### config.mk
export PLATFORM = sky130hd
export DESIGN_NAME = timer_flat
export DESIGN_NICKNAME = d
export VERILOG_FILES = /design/src/rtl/timer_pkg.sv /design/src/rtl/timer_if.sv /design/src/rtl/timer_prescaler.sv /design/src/rtl/timer.sv /design/src/flat_wrapper.sv
export SDC_FILE = /design/constraint.sdc
export NUM_CORES = 1
export LEC_CHECK = 0
export ABC_AREA = 0
export CAP_MARGIN = 20
export CORE_MARGIN = 2
export CORE_UTILIZATION = 40
export DETAILED_ROUTE_END_ITERATION = 7
export DONT_BUFFER_PORTS = 1
export PLACE_DENSITY = 0.65
export SLEW_MARGIN = 25
export SYNTH_ARGS = -nofsm -noshare
export SYNTH_HDL_FRONTEND = slang
export SYNTH_SLANG_ARGS = --single-unit
### constraint.sdc
create_clock -name clk -period 2.5 [get_ports clk]
set_clock_uncertainty 0.15 [all_clocks]
set_input_delay 0.25 -clock clk [delete_from_list [all_inputs] [get_ports clk]]
set_output_delay 0.25 -clock clk [all_outputs]
set_load 0.01 [all_outputs]
### src/rtl/timer_pkg.sv
// Shared constants and types for the timer block.
package timer_pkg;

  localparam int DEFAULT_WIDTH    = 8;
  localparam int DEFAULT_PRESCALE = 1;

  typedef logic [DEFAULT_WIDTH-1:0] count_t;

endpackage

### src/rtl/timer_if.sv
// Control/status bundle between a timer and whoever loads it.
interface timer_if
  import timer_pkg::*;
#(
  parameter int WIDTH = DEFAULT_WIDTH
);

  logic [WIDTH-1:0] set;
  logic             load;
  logic             irq;
  logic             busy;
  logic [WIDTH-1:0] count;

  modport master (output set, output load, input irq, input busy, input count);
  modport slave  (input set, input load, output irq, output busy, output count);

endinterface

### src/rtl/timer_prescaler.sv
// Modulo-PRESCALE tick generator; restarts its phase on clear or when disabled.
module timer_prescaler
  import timer_pkg::*;
#(
  parameter int PRESCALE = DEFAULT_PRESCALE
) (
  input  logic clk,
  input  logic rst_n,
  input  logic clear_i,
  input  logic enable_i,
  output logic tick_o
);

  generate
    if (PRESCALE <= 1) begin : g_bypass
      logic unused_inputs;
      assign unused_inputs = ^{clk, rst_n, clear_i};
      assign tick_o        = enable_i;
    end else begin : g_div
      localparam logic [15:0] LAST = 16'(PRESCALE - 1);

      logic [15:0] cnt_q, cnt_d;

      assign tick_o = enable_i && (cnt_q == LAST);

      // Phase is zero on the load edge so the first tick lands PRESCALE edges later.
      always_comb begin
        cnt_d = cnt_q;
        if (clear_i || !enable_i || tick_o) begin
          cnt_d = '0;
        end else begin
          cnt_d = cnt_q + 16'd1;
        end
      end

      always_ff @(posedge clk) begin
        if (rst_n) begin
          cnt_q <= '0;
        end else begin
          cnt_q <= cnt_d;
        end
      end
    end
  endgenerate

endmodule

### src/rtl/timer.sv
// One-shot down-counter with a registered single-cycle expiry pulse.
// Defining TIMER_AUTORELOAD_EN makes it periodic, reloading the last nonzero set value.
module timer
  import timer_pkg::*;
#(
  parameter int WIDTH    = DEFAULT_WIDTH,
  parameter int PRESCALE = DEFAULT_PRESCALE
) (
  input logic clk,
  input logic rst_n,
  timer_if.slave bus
);

  logic [WIDTH-1:0] count_q, count_d;
  logic             busy_q, busy_d;
  logic             irq_q, irq_d;
  logic             tick;

`ifdef TIMER_AUTORELOAD_EN
  logic [WIDTH-1:0] reload_q, reload_d;
`endif

  timer_prescaler #(
    .PRESCALE (PRESCALE)
  ) u_prescaler (
    .clk      (clk),
    .rst_n    (rst_n),
    .clear_i  (bus.load),
    .enable_i (busy_q),
    .tick_o   (tick)
  );

  // Load takes priority over an expiry tick on the same edge, so no irq is raised then.
  always_comb begin
    count_d = count_q;
    busy_d  = busy_q;
    irq_d   = 1'b0;
`ifdef TIMER_AUTORELOAD_EN
    reload_d = reload_q;
`endif
    if (bus.load) begin
      if (bus.set != '0) begin
        count_d = bus.set;
        busy_d  = 1'b1;
      end else begin
        count_d = '0;
        busy_d  = 1'b0;
      end
`ifdef TIMER_AUTORELOAD_EN
      reload_d = bus.set;
`endif
    end else if (busy_q && tick) begin
      if (count_q == WIDTH'(1)) begin
        irq_d = 1'b1;
`ifdef TIMER_AUTORELOAD_EN
        count_d = reload_q;
`else
        count_d = '0;
        busy_d  = 1'b0;
`endif
      end else if (count_q != '0) begin
        count_d = count_q - WIDTH'(1);
      end
    end
  end

  always_ff @(posedge clk) begin
    if (rst_n) begin
      count_q <= '0;
      busy_q  <= 1'b0;
      irq_q   <= 1'b0;
    end else begin
      count_q <= count_d;
      busy_q  <= busy_d;
      irq_q   <= irq_d;
    end
  end

`ifdef TIMER_AUTORELOAD_EN
  always_ff @(posedge clk) begin
    if (rst_n) begin
      reload_q <= '0;
    end else begin
      reload_q <= reload_d;
    end
  end
`endif

  assign bus.count = count_q;
  assign bus.busy  = busy_q;
  assign bus.irq   = irq_q;

endmodule

### src/flat_wrapper.sv
// flat-port wrapper written by rule: the top's interface ports become plain ports
module timer_flat import timer_pkg::*;
#(
  parameter int WIDTH    = DEFAULT_WIDTH,
  parameter int PRESCALE = DEFAULT_PRESCALE
)
  (clk, rst_n, bus_set, bus_load, bus_irq, bus_busy, bus_count);
  timer_if #(.WIDTH(WIDTH)) bus_i ();
  input logic clk;
  input logic rst_n;
  input wire logic [$bits(bus_i.set)-1:0] bus_set;
  input wire logic [$bits(bus_i.load)-1:0] bus_load;
  output wire logic [$bits(bus_i.irq)-1:0] bus_irq;
  output wire logic [$bits(bus_i.busy)-1:0] bus_busy;
  output wire logic [$bits(bus_i.count)-1:0] bus_count;
  assign bus_i.set = bus_set;
  assign bus_i.load = bus_load;
  assign bus_irq = bus_i.irq;
  assign bus_busy = bus_i.busy;
  assign bus_count = bus_i.count;
  timer #(.WIDTH(WIDTH), .PRESCALE(PRESCALE)) u_core (.clk(clk), .rst_n(rst_n), .bus(bus_i));
endmodule
### Word-level counts from Yosys, hierarchy flattened

Cells that the tools add are included.

| word-level totals | value |
|---|---|
| memories kept | 0 |
| output and inout port bits | 10 |
| memory bits (read-only) | 0 |
| latch bits | 0 |
| logic and storage cells | 22 |
| RAM bits | 0 |
| bits in registers | 10 |
| input bits | 11 |

| operators by class | value |
|---|---|
| equality and inequality tests | 1 |
| div/mod/pow operators | 0 |
| bitwise operators | 1 |
| reductions and logical operators | 6 |
| shifts and indexed selects | 0 |
| $add $sub $neg | 1 |
| multiply operators | 0 |
| order comparisons | 0 |
| muxes and demuxes | 10 |

Operators by type and width:

| cell | number |
|---|---|
| two-way mux 8 bit | 5 |
| nonzero test 8 bit | 2 |
| == test 8 x 1 -> 1 bit, second input constant | 1 |
| subtractor 8 x 1 -> 8 bit, second input constant | 1 |
| two-way mux 1 bit | 5 |
| nonzero test 3 bit | 1 |
| OR reduction 3 bit | 1 |
| AND reduction 2 bit | 1 |
| nonzero test 2 bit | 1 |
| NOT 1 bit | 1 |

### Depth between registers and ports, before layout

| logic depth | value |
|---|---|
| word-level depth | 5 |
| depth in mapped cells | 6 |
| gate-level depth less buffers | 6 |

### Cells and area by module

A second synthesis with hierarchy kept.

| unflattened totals | value |
|---|---|
| cells, all modules | 87 |
| area total of the unflattened synthesis | 688.2 µm² |

By module, submodules not included:

| module | area each (µm²) | times used | seq. area each (µm²) | cells each |
|---|---|---|---|---|
| timer | 680.7 | 1 | 200.2 | 86 |
| timer_prescaler | 7.5 | 1 | 0.0 | 1 |

### Least setup slack after synthesis

OpenSTA, ideal clock, no wires.

| path | value |
|---|---|
| path type | register to register |
| from | register u_core.count_q[1], in the netlist u_core.bus.count[1] |
| to | register u_core.count_q[7], in the netlist u_core.bus.count[7] |
| slack | 916 ps |
| arrival time | 1303 ps |
| stages on the path, launching flop included | 5 |
| buffers on the path | 0 |
| required time | 2219 ps |
| period minus slack after synthesis | 1584 ps |
| setup time | 131 ps |
| cells stage by stage | dfxtp_1 > or4_4 > nor4_2 > xnor2_1 > o22ai_2 |

| on the way | value |
|---|---|
| word-level cells in the longest chain between the ends | 5 |
| elaborated cells on any way between the ends | 9 |

RTL lines:

| what | RTL line | RTL |
|---|---|---|
| start, declared | timer.sv:14 | `logic [WIDTH-1:0] count_q, count_d;` |
| start signal, assigned | timer.sv:73 | `count_q <= count_d;` |
| subtractor 8 x 1 -> 8 bit | timer.sv:62 | `count_d = count_q - WIDTH'(1);` |
| two-way mux 8 bit | timer.sv:61 | `end else if (count_q != '0) begin` |
| two-way mux 8 bit | timer.sv:53 | `if (count_q == WIDTH'(1)) begin` |
| two-way mux 8 bit | timer.sv:52 | `end else if (busy_q && tick) begin` |
| two-way mux 8 bit | timer.sv:41 | `if (bus.load) begin` |

Parallel ways exist; a longest one is shown, timed or not. The select of a mux whose other input is x is not followed.
A chain may end at the register's enable or synchronous reset.

### Worst setup path after layout

| path | value |
|---|---|
| from | register u_core.count_q[0], in the netlist u_core.bus.count[0] |
| to | register u_core.count_q[2], in the netlist u_core.bus.count[2] |

Same word-level chain as after synthesis.

==> out/qor.csv <==
stage,metric,value,unit
outcome,status,"finished, final reports clean",
worst_setup_path,CP peak stage delay,0.57,ns
floorplan,Initial Utilization,0.415,
floorplan,Cell Rows,14,
worst_setup_path,slowest cell on the critical path,dlygate4sd3_1,
worst_setup_path,crit path max fanout,7,
synth,post-synthesis cell type count,34,
global_route,vias in the first global route,573,
worst_setup_path,Reg2Reg Setup Slack,0.37,ns
layout,Area Overhead vs Synth,12.9,%
synth,Mapped Area,611,µm²
clock_network,CTS root buf,clkbuf_4,
routing,drt pass-1 iters,4,
min_path,Hold Crit Start,rst_n,
sta,count of pins over their slew limit,0,
min_path,worst hold path class,in -> reg,
synth,#FFs+latches synth,10,
layout,n_diodes,0,
worst_setup_path,Worst Path Required,2.57,ns
power_and_ir_drop,NetSw,140,µW
worst_setup_path,worst path buffer plus inverter count,2,
synth,register area share after synthesis,0.328,
placed_design,Port Buffers,0,
worst_setup_path,Startpoint Class,register,
min_path,Worst Hold End,u_core.bus.count[5],
layout,final-layout fill cell count,149,
floorplan,die width,43.1,µm
worst_setup_path,Crit path max-delay family,buffers and inverters,
routing,vias after detailed routing,588,
layout,share of cells above drive strength 1,0.107,
routing,Wirelength per Cell,16.6,µm
clock_network,cts bufs inserted,3,
synth,Post-synth EDFFs,0,
power_and_ir_drop,Sw Ratio,0.314,
worst_setup_path,r2r endpoint,u_core.bus.count[2],
floorplan,Die Ht,43.1,µm
global_route,GRT Util Overall,0.181,
sta,relative slew slack,0.710,
global_route,largest net degree at the start of global routing,13,
worst_setup_path,CP Capture Type,register,
worst_setup_path,R2R Path Start,u_core.bus.count[0],
floorplan,core area,0.00147,mm²
layout,Final nets,89,
floorplan,Total Die Area,0.00186,mm²
sta,Final setup violation count,0,
power_and_ir_drop,combinational share of power,0.206,
sta,RSZ-0062 raised after global routing,no,
power_and_ir_drop,power per cell area,648,mW/mm²
sta,Worst-Margin Slew,0.433,ns
floorplan,Boundary Pins,21,
worst_setup_path,WP data arrival,2.20,ns
placed_design,Final Wtd Congestion,0.798,
clock_network,CTS tree,done,
layout,post-layout util,0.469,
clock_network,Worst-path clk slew,0.08,ns
clock_network,Worst-Skew Late Latency,0.27,ns
min_path,WHS Path Cells,2,
power_and_ir_drop,worst IR drop on VDD,0.271,mV
synth,Mapped Nets,83,
routing,final wirelength,1510,µm
clock_network,# H-tree levels,1,
placed_design,hpwl dp,1060,µm
global_route,GRT overflow,0,
power_and_ir_drop,Pint,306,µW
global_route,initial antenna violation count,0,
power_and_ir_drop,Lkg Pwr,0.257,nW
routing,initial drt markers,22,
power_and_ir_drop,clock share of power,0.344,
worst_setup_path,R2R depth,6,
synth,Avg Synthesized Cell Area,8.72,µm²
synth,ys async rst share,0,
power_and_ir_drop,sequential share of power,0.450,
sta,final hold violations,0,
synth,Post-Syn Instances,70,
clock_network,clock sinks,10,
sta,fmax,469,MHz
routing,DRC,0,
routing,antenna-violating nets left,0,
flow_run,max-cap viol count,0,
layout,"most common cell after layout, fill and taps aside",dfxtp_1,
sta,total negative setup slack,0,ns
worst_setup_path,critical path type,reg -> reg,
sta,period utilization,0.854,
routing,Vias/cell,6.46,
global_route,first-pass GRT wire length,2500,µm
sta,Tmin final,2.13,ns
layout,most frequent cells in the layout,"10 x dfxtp_1, 6 x inv_1, 6 x nor2_1, 4 x nand2_1, 4 x a21oi_1",
placed_design,dpl cells,84,
synth,Main synth FF type,dfxtp_1,
clock_network,clock buffer depth,2,
layout,final std cells w/o fill,91,
worst_setup_path,critical-path cell list,inv_1 -> ha_1 -> nand2_1 -> a211o_1 -> a221oi_1 -> dlygate4sd3_1,
synth,YS warnings,0,
## power groups by stage
stage | Combinational [mW] | Sequential [mW] | Clock (mW)
final | 0.0920 | 0.201 | 0.154
after global routing | 0.102 | 0.204 | 0.162
after CTS | 0.0913 | 0.201 | 0.152
after detailed placement | 0.0842 | 0.205 | 0
after global placement | 0.0840 | 0.204 | 0
after floorplan | 0.0770 | 0.199 | 0
## synth_stat cells (2+ instances only)
cell type | number | area share
nor4_1 | 2 | 0.020
xnor2_1 | 2 | 0.029
nand4b_1 | 2 | 0.029
nand3_1 | 2 | 0.016
dfxtp_1 | 10 | 0.33
inv_1 | 6 | 0.037
ha_1 | 2 | 0.041
o22ai_1 | 2 | 0.020
a21oi_1 | 4 | 0.033
nand2_1 | 4 | 0.025
or3_1 | 2 | 0.020
mux2i_1 | 2 | 0.033
clkbuf_1 | 2 | 0.012
nor2_1 | 6 | 0.037
xor2_1 | 2 | 0.029
and3_1 | 2 | 0.020
## cell families after synthesis
kind of cell | after synthesis | share of synthesized area
xor+xnor | 4 | 0.0574
mux | 2 | 0.0328
simple gates | 25 | 0.260
fa+ha+maj | 2 | 0.0410
compound gates | 19 | 0.232
buf+inv | 8 | 0.0492
flops | 10 | 0.328
## per-stage QoR
step / power, mW / instance area (µm²) / hold slack, ns / setup WS (ns)
after floorplan: 0.276 / 611 / 0.250 / 0.916
after global placement: 0.288 / 623 / 0.175 / 0.727
after detailed placement: 0.289 / 623 / 0.177 / 0.729
after CTS: 0.444 / 689 / 0.0106 / 0.374
after global routing: 0.468 / 689 / 0.0174 / 0.234
final: 0.447 / 689 / 0.00326 / 0.366
## worst register-to-register path, stage by stage (launching register included)
cell and delay [ns]:
dfxtp_1 0.41, inv_1 0.09, ha_1 0.26, nand2_1 0.10
a211o_1 0.27, a221oi_1 0.23, dlygate4sd3_1 0.57
## final cells by class
class	count	area [µm²]	area share
tap	16	20.0	0.0290
inverter	6	22.5	0.0327
clock buffer	4	36.3	0.0526
sequential	10	200	0.290
multi-input combinational	52	380	0.552
timing repair buffer	3	30.0	0.0436
## per-layer routing
layer / GRT usage / wire, µm
met1: 0.216 / 631
met2: 0.300 / 724
met3: 0.0511 / 120
met4: 0.0788 / 33
met5: 0 / 0
## state kept, by name, summed over array words and instances, names as in the netlist
register          cells
u_core.bus.busy       1
u_core.bus.count      8
u_core.bus.irq        1
## worst max-delay path by stage
| stage | end | start | slack [ns] | depth (start not counted) |
|---|---|---|---|---|
| after floorplan | u_core.bus.count[7] | u_core.bus.count[1] | 0.92 | 4 |
| after global placement | u_core.bus.count[5] | u_core.bus.count[4] | 0.73 | 4 |
| after detailed placement | u_core.bus.count[5] | u_core.bus.count[4] | 0.73 | 4 |
| after CTS | u_core.bus.count[2] | u_core.bus.count[0] | 0.37 | 6 |
| after global routing | u_core.bus.count[2] | u_core.bus.count[0] | 0.23 | 6 |
| final | u_core.bus.count[2] | u_core.bus.count[0] | 0.37 | 6 |
## what timing repair did
action                    CTS  global route
hold buffers                3             0
buffers inserted            0             0
gates resized for setup     0             0
hold endpoints to repair    9             0
No activity file was read; power rests on OpenSTA's default activity.
